<file path="config.mk">
export PLATFORM = sky130hd
export DESIGN_NAME = dram_port_arbiter
export DESIGN_NICKNAME = d
export VERILOG_FILES = /design/src/rtl/genie_mem_pkg.sv /design/src/rtl/rr_picker.sv /design/src/rtl/dram_port_arbiter.sv
export SDC_FILE = /design/constraint.sdc
export NUM_CORES = 1
export LEC_CHECK = 0
export ABC_AREA = 1
export BUFFER_PORTS_ARGS = -buffer_cell sky130_fd_sc_hd__buf_4
export CAP_MARGIN = 20
export CORE_AREA = 4 4 140 142
export DETAILED_ROUTE_END_ITERATION = 10
export DIE_AREA = 0 0 144 146
export SYNTH_ARGS = -nofsm -noshare
export SYNTH_HDL_FRONTEND = slang
export SYNTH_SLANG_ARGS = --single-unit
</file>
<file path="constraint.sdc">
create_clock -name clk -period 1.7 [get_ports clk]
set_input_delay 0.425 -clock clk [delete_from_list [all_inputs] [get_ports clk]]
set_output_delay 0.425 -clock clk [all_outputs]
set_load 0.1 [all_outputs]
</file>
<file path="src/rtl/genie_mem_pkg.sv">
// Shared constants and encodings for the engine-to-DRAM port arbiter.
package genie_mem_pkg;

  localparam int N_REQ  = 3;
  localparam int ADDR_W = 27;
  localparam int DATA_W = 32;
  localparam int LEN_W  = 8;
  localparam int OWN_W  = 2;

  // Requester indices into the packed request buses.
  localparam logic [OWN_W-1:0] REQ_FC = 2'd0;
  localparam logic [OWN_W-1:0] REQ_CV = 2'd1;
  localparam logic [OWN_W-1:0] REQ_MP = 2'd2;

  typedef enum logic [1:0] {
    S_IDLE = 2'd0,
    S_CMD  = 2'd1,
    S_DATA = 2'd2
  } arb_state_t;

endpackage

</file>
<file path="src/rtl/rr_picker.sv">
// Combinational round-robin picker: first set request at or after ptr_i.
module rr_picker #(
  parameter int N  = 3,
  parameter int IW = 2
) (
  input  logic [N-1:0]  req_i,
  input  logic [IW-1:0] ptr_i,
  output logic [N-1:0]  gnt_o,
  output logic [IW-1:0] gnt_idx_o
);

  int   idx;
  logic found;

  // Scan ptr, ptr+1, ... modulo N and keep the first hit.
  always_comb begin
    gnt_o     = '0;
    gnt_idx_o = '0;
    found     = 1'b0;
    idx       = 0;
    for (int k = 0; k < N; k++) begin
      idx = int'(ptr_i) + k;
      if (idx >= N) idx = idx - N;
      if (!found && req_i[idx]) begin
        found          = 1'b1;
        gnt_o[idx]     = 1'b1;
        gnt_idx_o      = IW'(idx);
      end
    end
  end

endmodule

</file>
<file path="src/rtl/dram_port_arbiter.sv">
// Round-robin arbiter for the single external memory port shared by the
// FC, CV and MP engines. One burst at a time; grant held until last beat.
// Handshake rule on every channel: a transfer happens in a cycle where
// valid and ready are both high; valid never depends on ready, and the
// read channel has no ready (every mem_rvalid cycle is a beat).
module dram_port_arbiter
  import genie_mem_pkg::*;
(
  input  logic                    clk,
  input  logic                    rst,
  input  logic [N_REQ-1:0]        req_valid,
  input  logic [N_REQ-1:0]        req_we,
  input  logic [N_REQ*ADDR_W-1:0] req_addr,
  input  logic [N_REQ*LEN_W-1:0]  req_len,
  output logic [N_REQ-1:0]        req_ready,
  input  logic [N_REQ*DATA_W-1:0] wr_data,
  input  logic [N_REQ-1:0]        wr_valid,
  output logic [N_REQ-1:0]        wr_ready,
  output logic [DATA_W-1:0]       rd_data,
  output logic [N_REQ-1:0]        rd_valid,
  output logic                    mem_cmd_valid,
  input  logic                    mem_cmd_ready,
  output logic                    mem_cmd_we,
  output logic [ADDR_W-1:0]       mem_cmd_addr,
  output logic [LEN_W-1:0]        mem_cmd_len,
  output logic [DATA_W-1:0]       mem_wdata,
  output logic                    mem_wvalid,
  input  logic                    mem_wready,
  input  logic [DATA_W-1:0]       mem_rdata,
  input  logic                    mem_rvalid,
  output logic                    busy,
  output logic [OWN_W-1:0]        owner,
  output logic                    protocol_err,
  output logic [1:0]              dbg_state
);

  arb_state_t       state_q, state_d;
  logic [OWN_W-1:0] owner_q, owner_d;
  logic [OWN_W-1:0] ptr_q, ptr_d;
  logic             we_q, we_d;
  logic [LEN_W-1:0] len_q, len_d;
  logic [LEN_W-1:0] cnt_q, cnt_d;
  logic             err_q, err_d;

  logic [N_REQ-1:0] pick_oh;
  logic [OWN_W-1:0] pick_idx;
  logic [N_REQ-1:0] owner_oh;
  logic             beat;

  rr_picker #(.N(N_REQ), .IW(OWN_W)) u_picker (
    .req_i     (req_valid),
    .ptr_i     (ptr_q),
    .gnt_o     (pick_oh),
    .gnt_idx_o (pick_idx)
  );

  // State, grant and burst bookkeeping registers.
  always_ff @(posedge clk) begin
    if (rst) begin
      state_q <= S_IDLE;
      owner_q <= '0;
      ptr_q   <= '0;
      we_q    <= 1'b0;
      len_q   <= '0;
      cnt_q   <= '0;
      err_q   <= 1'b0;
    end else begin
      state_q <= state_d;
      owner_q <= owner_d;
      ptr_q   <= ptr_d;
      we_q    <= we_d;
      len_q   <= len_d;
      cnt_q   <= cnt_d;
      err_q   <= err_d;
    end
  end

  // Next-state logic plus command/data steering to and from the owner.
  always_comb begin
    state_d       = state_q;
    owner_d       = owner_q;
    ptr_d         = ptr_q;
    we_d          = we_q;
    len_d         = len_q;
    cnt_d         = cnt_q;
    err_d         = err_q;
    req_ready     = '0;
    wr_ready      = '0;
    rd_valid      = '0;
    rd_data       = '0;
    mem_cmd_valid = 1'b0;
    mem_cmd_we    = 1'b0;
    mem_cmd_addr  = '0;
    mem_cmd_len   = '0;
    mem_wdata     = '0;
    mem_wvalid    = 1'b0;
    beat          = 1'b0;
    owner_oh      = '0;
    owner_oh[owner_q] = 1'b1;

    case (state_q)
      S_IDLE: begin
        if (|pick_oh) begin
          owner_d = pick_idx;
          state_d = S_CMD;
        end
      end
      S_CMD: begin
        mem_cmd_valid = 1'b1;
        mem_cmd_we    = req_we[owner_q];
        mem_cmd_addr  = req_addr[owner_q*ADDR_W +: ADDR_W];
        mem_cmd_len   = req_len[owner_q*LEN_W +: LEN_W];
        if (mem_cmd_ready) begin
          req_ready = owner_oh;
          we_d      = req_we[owner_q];
          len_d     = req_len[owner_q*LEN_W +: LEN_W];
          cnt_d     = '0;
          state_d   = S_DATA;
        end
      end
      S_DATA: begin
        if (we_q) begin
          mem_wvalid = wr_valid[owner_q];
          mem_wdata  = wr_data[owner_q*DATA_W +: DATA_W];
          wr_ready   = owner_oh & {N_REQ{mem_wready}};
          beat       = wr_valid[owner_q] && mem_wready;
        end else begin
          rd_valid = owner_oh & {N_REQ{mem_rvalid}};
          rd_data  = mem_rdata;
          beat     = mem_rvalid;
        end
        if (beat) begin
          cnt_d = cnt_q + 1'b1;
          // Equality compare so len = 255 runs the full 256 beats.
          if (cnt_q == len_q) begin
            state_d = S_IDLE;
            ptr_d   = (owner_q == OWN_W'(N_REQ - 1)) ? '0 : owner_q + 1'b1;
          end
        end
      end
      default: state_d = S_IDLE;
    endcase

    // Read beats outside a read burst are dropped and flagged.
    if (mem_rvalid && (state_q != S_DATA || we_q)) err_d = 1'b1;
    if (state_q == S_DATA && |(wr_valid & ~owner_oh)) err_d = 1'b1;
  end

  assign busy         = (state_q != S_IDLE);
  assign owner        = owner_q;
  assign protocol_err = err_q;
  assign dbg_state    = state_q;

endmodule
</file>
==> results of run 1 <==
## repair_timing
action,CTS,global route
gates cloned,11,9
pin swaps,10,69
gates resized for setup,387,125
setup buffers,9,15
endpoints found under the hold margin,0,0
setup endpoints to repair,128,128
## layer usage
layer | wire, µm | up-vias
li1 | - | 3014
met1 | 10100 | 2910
met2 | 13100 | 288
met3 | 1750 | 35
met4 | 443 | 0
met5 | 0 | -
## worst register-to-register path: stages, from the launching register on
cell and delay [ns]:
dfxtp_4 0.37, buf_4 0.14, nand2_4 0.10, inv_8 0.08, buf_12 0.14, nand2_1 0.06
nand3_2 0.10, buf_6 0.13, nand3_4 0.07, nand3_4 0.11, buf_12 0.15, nand3_1 0.06
nand2_1 0.05, a21oi_1 0.12
## final cells by class
cell class | instances | share of cell area
multi-input cells | 507 | 0.328
inverters | 121 | 0.0694
well taps | 234 | 0.0278
flip-flops and latches | 24 | 0.0475
repair buffers | 463 | 0.519
clock buffers | 4 | 0.00844
## cells in the final DEF, fill, tap and decap left out, types with 2 or more instances in the layout
cell type and instances:
a22oi_2 39, nor3_1 2, nand3_2 17, buf_8 6, a21oi_2 6, nand2_2 61, nor2_4 47, inv_2 10
xor2_1 3, dfxtp_4 5, buf_6 11, buf_12 124, nand2_1 205, nand4_1 4, xnor2_1 9, ha_4 2
nor2_1 14, a221oi_4 2, o21ai_2 2, a21oi_1 11, clkbuf_16 9, inv_1 38, nand2_8 2, ha_1 2
inv_4 2, a22oi_1 16, o21ai_1 10, nand3_4 6, nand2_4 13, o21ai_0 3, dfxtp_1 18, nand3_1 19
clkinvlp_4 69, o21a_1 7, buf_16 11, buf_4 304
## cells by family (layout without fill, tap and decap cells)
group | Yosys count | in the layout | synth area share
AO/OA/AOI/OAI | 98 | 98 | 0.188
XOR/XNOR | 12 | 12 | 0.0301
adder cells (fa/ha/maj) | 5 | 5 | 0.0179
buffers and inverters | 159 | 588 | 0.175
flip-flops | 24 | 24 | 0.137
AND/OR/NAND/NOR | 392 | 392 | 0.452
## worst paths after layout
kind / end / slack [ns]
setup reg to reg: cnt_q[3] / -0.06
hold reg to reg: len_q[6] / 0.49
setup / recovery: mem_cmd_len[1] / -0.47
hold / removal: cnt_q[7] / 0.41
## state kept, by name, summed over array words and instances (netlist names)
| name | cells |
|---|---|
| we_q | 1 |
| owner | 2 |
| len_q | 8 |
| ptr_q | 2 |
| dbg_state | 2 |
| protocol_err | 1 |
| cnt_q | 8 |
## where the power goes
part	switching (mW)	internal, mW	leakage (nW)
logic	6.23	4.37	4.37
registers	0.0892	0.654	0.199
clock network	0.214	0.360	0.0442
total	6.53	5.39	4.61
## through the flow
step                setup WS (ns)  std cells  TNS [ns]
floorplan                  -0.446        690    -42.90
global placement           -0.235       1308    -14.26
detailed placement         -0.243       1308    -15.82
CTS                        -0.477       1331    -36.25
global route               -0.533       1353    -44.69
finish                     -0.469       1353    -35.96
==> impl_metrics.tcl, run 1 <==
set metrics [dict create \
    path_depth 9 \
    detailed_place_hpwl_um 16700 \
    tritoncts "done" \
    grt_pass1_vias 6115 \
    reg2reg_from "owner[1]" \
    cts_made_buffers 3 \
    synth_most_common_cell "nand2_1" \
    placed_cell_area_um2 7690 \
    cts-root-buf "clkbuf_16" \
    ys_seq_elements 24 \
    arrival_ns 1.74 \
    required_ns 1.27 \
    crit_type "reg -> out" \
    hold_path_startpoint "rst" \
    yosys_warnings 0 \
    critical_path.slowest_cell "dfxtp_4" \
    crit_path_max_incr_delay_ns 0.36 \
    start_util 0.189 \
    synth_top_area_frac 0.301 \
    rsz0062_at_grt "true" \
    path_cells "inv_4 > nor2_4 > buf_12 > clkbuf_16 > a221oi_4 > inv_1 > nand2_2 > clkinvlp_4 > buf_12" \
    top_usage_layer "met2" \
    syn_area_per_cell_um2 5.07 \
    drv_slew 0 \
    cp-end-kind "output pin" \
    antenna_cells 0 \
    grt_pass1_wl_um 34700 \
    grt_max_degree 35 \
    utilization 0.570 \
    synth-seq-area-share 0.137 \
    synth_ff_type "dfxtp_1" \
    antenna_found_initial 0 \
    place.gp.congestion 1.00 \
    overflow 0 \
    final_antenna_net_count 0 \
    clock_sinks 24 \
    yosys-top-cells-area "nand2_1 (30%), dfxtp_1 (14%), inv_1 (12%), a22oi_1 (12%), nor2_1 (6.2%)" \
    synthTopCellsByCount "nand2_1 (280), inv_1 (113), nor2_1 (58), a22oi_1 (55), nand3_1 (39)" \
    p_per_area_nw_per_um2 1130 \
    finalHoldViolations 0 \
    drive_gt1_frac 0.675 \
    fmax_ghz 0.461 \
    synth-edff-count 0 \
    vias 6247 \
    drt-wirelength-per-cell_um 18.7 \
    slew_headroom 0.782 \
    chipHeight_um 146 \
    synth_cell_types 28 \
    startpoint "owner[0]" \
    fin_crit_sh 1.28 \
    violations "setup timing" \
    drt_iter0_drc 336 \
    io_pins 364 \
    crit_family "buffers and inverters" \
    synthesis.area_um2 3500 \
    cts_hold_buf 0 \
    drt-pass1-iter-count 5 \
    worstMarginPinSlew_ns 0.327 \
    clock_latency_ns 0.26 \
    use_met3 0.0352 \
    regArea_um2 500 \
    syn-num-nets 942 \
    cp_common_cell "buf_12" \
    num_rows 50 \
    hp-class "in -> reg" \
    drc 0 \
    cts_max_level 1 \
    n_fill_cell 1579 \
    coreArea_um2 18500 \
    final.setup.worst_slack_ns -0.469 \
    p_leak_nw 4.61 \
    port_buffers 363 \
    stdcell_area_um2 10500 \
    whs_path_depth 2 \
    finalWorstPathRequiredPeriod_ns 2.17 \
    grtUsageTotal 0.209 \
    wirelength_um 25400 \
    syn_inst 690 \
    synth.largest_area_cell "nand2_1" \
    status "finished, violations left" \
    cap_violations 0 \
    fin_hold_ws_ns 0.405 \
    p_total_mw 11.9 \
    reg2regPathDepth 13 \
    fp.dieW_um 144 \
    setup_viol 117 \
    met2_usage 0.365 \
    final_net_count 1372 \
    clockBufferDepth 2 \
    path_max_fanout 6 \
    die-area_um2 21000 \
    areaGrowthSynthToFinish_pct 201 \
    peakVddDrop_v 0.000771 \
    async_flop_share 0 \
    met1_usage 0.263 \
    fin_skew_ns 0.00466 \
    path_buf_inv 6 \
    via_per_inst 4.62 \
    multi_input_area_um2 3450 \
    cp-start-kind "flop" \
    cts.clk_slew.worst_paths_ns 0.07 \
]
Note: power is estimated with default switching activity, not from simulation.
==> run 2: changes to the inputs <==
Settings changed: ABC_AREA 1 to default, CORE_AREA 4 4 140 142 to 4 4 139 141, DIE_AREA 0 0 144 146 to 0 0 143 145.
==> run 2 against run 1 <==
The flow still finishes with violations (setup timing). Wire length is 5.9% lower. Fmax is 1.9% higher. First-iteration DRC count is 36% lower. Combinational power is 53% lower. Clock skew is 0.00060 ns higher. Worst setup slack better by 0.040 ns. Global-route usage hardly changed. Critical path type unchanged. Largest cell class unchanged.
==> impl_metrics.tcl, run 2 <==
set metrics [dict create \
    async_flop_share 0 \
    placed_cell_area_um2 7650 \
    cts_hold_buf 0 \
    fin_skew_ns 0.00526 \
    synth-edff-count 0 \
    final.setup.worst_slack_ns -0.429 \
    hold_path_end "owner[0]" \
    syn-num-nets 775 \
    cts.clk_slew.worst_paths_ns 0.06 \
    path_cells "buf_4 > nor2b_4 > buf_4 > buf_4 > buf_4 > a2bb2oi_4 > buf_4 > nor2_4 > buf_12" \
    vias 5737 \
    critical_path.slowest_cell "dfxtp_4" \
    path_buf_inv 6 \
    startpoint "owner[1]" \
    worstMarginPinSlew_ns 0.361 \
    final_cells 1205 \
    synthesis.area_um2 3350 \
    antenna_found_initial 1 \
    hold_path_startpoint "rst" \
    grtUsageTotal 0.209 \
    overflow 0 \
    layout_commonest_cell "buf_4" \
    wirelength_um 23900 \
    clock_latency_ns 0.26 \
    die-area_um2 20700 \
    status "finished, violations left" \
    cap_violations 0 \
    drt_iter0_drc 216 \
    drive_gt1_frac 0.756 \
    crit_family "buffers and inverters" \
    synth_top_area_frac 0.218 \
    final_antenna_net_count 0 \
    clock_sinks 24 \
    place.gp.congestion 0.856 \
    port_buffers 363 \
    grt_pass1_wl_um 34100 \
    via_per_inst 4.76 \
    required_ns 1.27 \
    synth_ff_type "dfxtp_1" \
    synth_cell_types 41 \
    yosys-top-cells-area "mux2i_1 (22%), nor2_1 (18%), dfxtp_1 (14%), a21oi_1 (12%), and2_1 (6.2%)" \
    coreArea_um2 18000 \
    p_leak_nw 4.30 \
    fmax_ghz 0.470 \
    hp-class "in -> reg" \
    clockBufferDepth 2 \
    slew_headroom 0.760 \
    start_util 0.187 \
    cts-root-buf "clkbuf_16" \
    synth.largest_area_cell "mux2i_1" \
    chipHeight_um 145 \
    drt-pass1-iter-count 4 \
    detailed_place_hpwl_um 16200 \
    cp-end-kind "output pin" \
    finalHoldViolations 0 \
    whs_path_depth 2 \
    grt_max_degree 29 \
    finalWorstPathRequiredPeriod_ns 2.13 \
    arrival_ns 1.70 \
    ys_seq_elements 24 \
    fp.dieW_um 143 \
    cts_max_level 1 \
    rrSetupSlack_ns -0.27 \
    fin_crit_sh 1.25 \
    reg_top3 "cnt_q (8), len_q (8)" \
    crit_path_max_incr_delay_ns 0.36 \
    path_max_fanout 4 \
    tritoncts "done" \
    drv_slew 0 \
    p_per_area_nw_per_um2 577 \
    violations "setup timing" \
    grt_pass1_vias 6055 \
    reg2reg_from "owner[1]" \
    final_net_count 1228 \
    reg2regPathDepth 10 \
    synth_most_common_cell "nor2_1" \
    final_cell_mix "buf_4 (315), buf_12 (131), nor2_1 (80)" \
    r2r-end "cnt_q[7]" \
    drc 0 \
    drt-wirelength-per-cell_um 19.8 \
    cts_made_buffers 3 \
    rsz0062_at_grt "true" \
    setup_viol 126 \
    areaGrowthSynthToFinish_pct 221 \
    io_pins 364 \
    crit_type "reg -> out" \
    yosys_warnings 0 \
    syn_inst 523 \
    peakVddDrop_v 0.000599 \
    cp_common_cell "buf_4" \
    synth-seq-area-share 0.143 \
    stdcell_area_um2 10700 \
    num_rows 49 \
    synthTopCellsByCount "nor2_1 (161), a21oi_1 (81), mux2i_1 (73), and2_1 (33), dfxtp_1 (24)" \
    cp-start-kind "flop" \
    placed_cells 1133 \
    syn_area_per_cell_um2 6.41 \
]
==> run 2: power breakdown <==
group,switching [mW],leakage (nW),internal [mW]
Sequential,0.0320,0.201,0.596
Clock,0.215,0.0493,0.409
Combinational,2.81,4.05,2.14
==> run 2: how the worst max path moves through the flow <==
stage,end,cells after the start,slack (ns)
global route,mem_cmd_len[3],8,-0.51
detailed placement,mem_cmd_len[2],6,-0.23
global placement,mem_cmd_addr[22],6,-0.21
CTS,mem_cmd_len[3],8,-0.43
floorplan,req_ready[0],5,-0.86
finish,mem_wvalid,9,-0.43
==> run 2: logic make-up after synthesis <==
kind of cell    synth area share
buf+inv                   0.0624
fa+ha+maj                 0.0187
mux                        0.228
xor+xnor                  0.0209
compound gates             0.197
simple gates               0.329
flops                      0.143
==> run 2: per-layer routing <==
layer | vias to the layer above | global-route usage | wire length, µm
li1 | 2729 | - | -
met1 | 2649 | 0.236 | 8750
met2 | 305 | 0.382 | 12300
met3 | 54 | 0.0474 | 1860
met4 | 0 | 0.0703 | 941
met5 | - | 0 | 0
==> run 2: what timing repair did <==
action	CTS	global route
setup endpoints to repair	125	130
setup buffers	33	26
pin swaps	53	48
gates cloned	12	4
gates resized for setup	438	83
==> run 2: area by class of cell <==
type / instances / area [µm²]
antenna: 1 / 2.50
clock buffer: 4 / 100
fill: 1459 / 7220
inverter: 10 / 50.0
multi-input combinational: 448 / 4100
sequential: 24 / 507
tap: 229 / 287
timing repair buffer: 489 / 5700
==> run 2: metrics by stage <==
step	total power, mW	utilization	hold slack [ns]	setup slack [ns]	TNS [ns]
3_3_place_gp	4.23	0.426	0.481	-0.208	-12.09
5_1_grt	6.46	0.598	0.466	-0.507	-45.74
6_report	6.20	0.598	0.466	-0.429	-37.36
3_5_place_dp	4.24	0.426	0.505	-0.231	-12.89
2_1_floorplan	3.13	-	0.470	-0.855	-52.77
4_1_cts	5.93	0.567	0.454	-0.426	-36.82
==> run 2: worst register-to-register path: stages, from the launching register on <==
cell and delay [ns]:
dfxtp_4 0.36, buf_4 0.14, nor2b_4 0.13, buf_4 0.14
buf_4 0.10, buf_4 0.10, a2bb2oi_4 0.05, o21a_4 0.24
buf_4 0.16, or3_1 0.36, a21oi_2 0.13
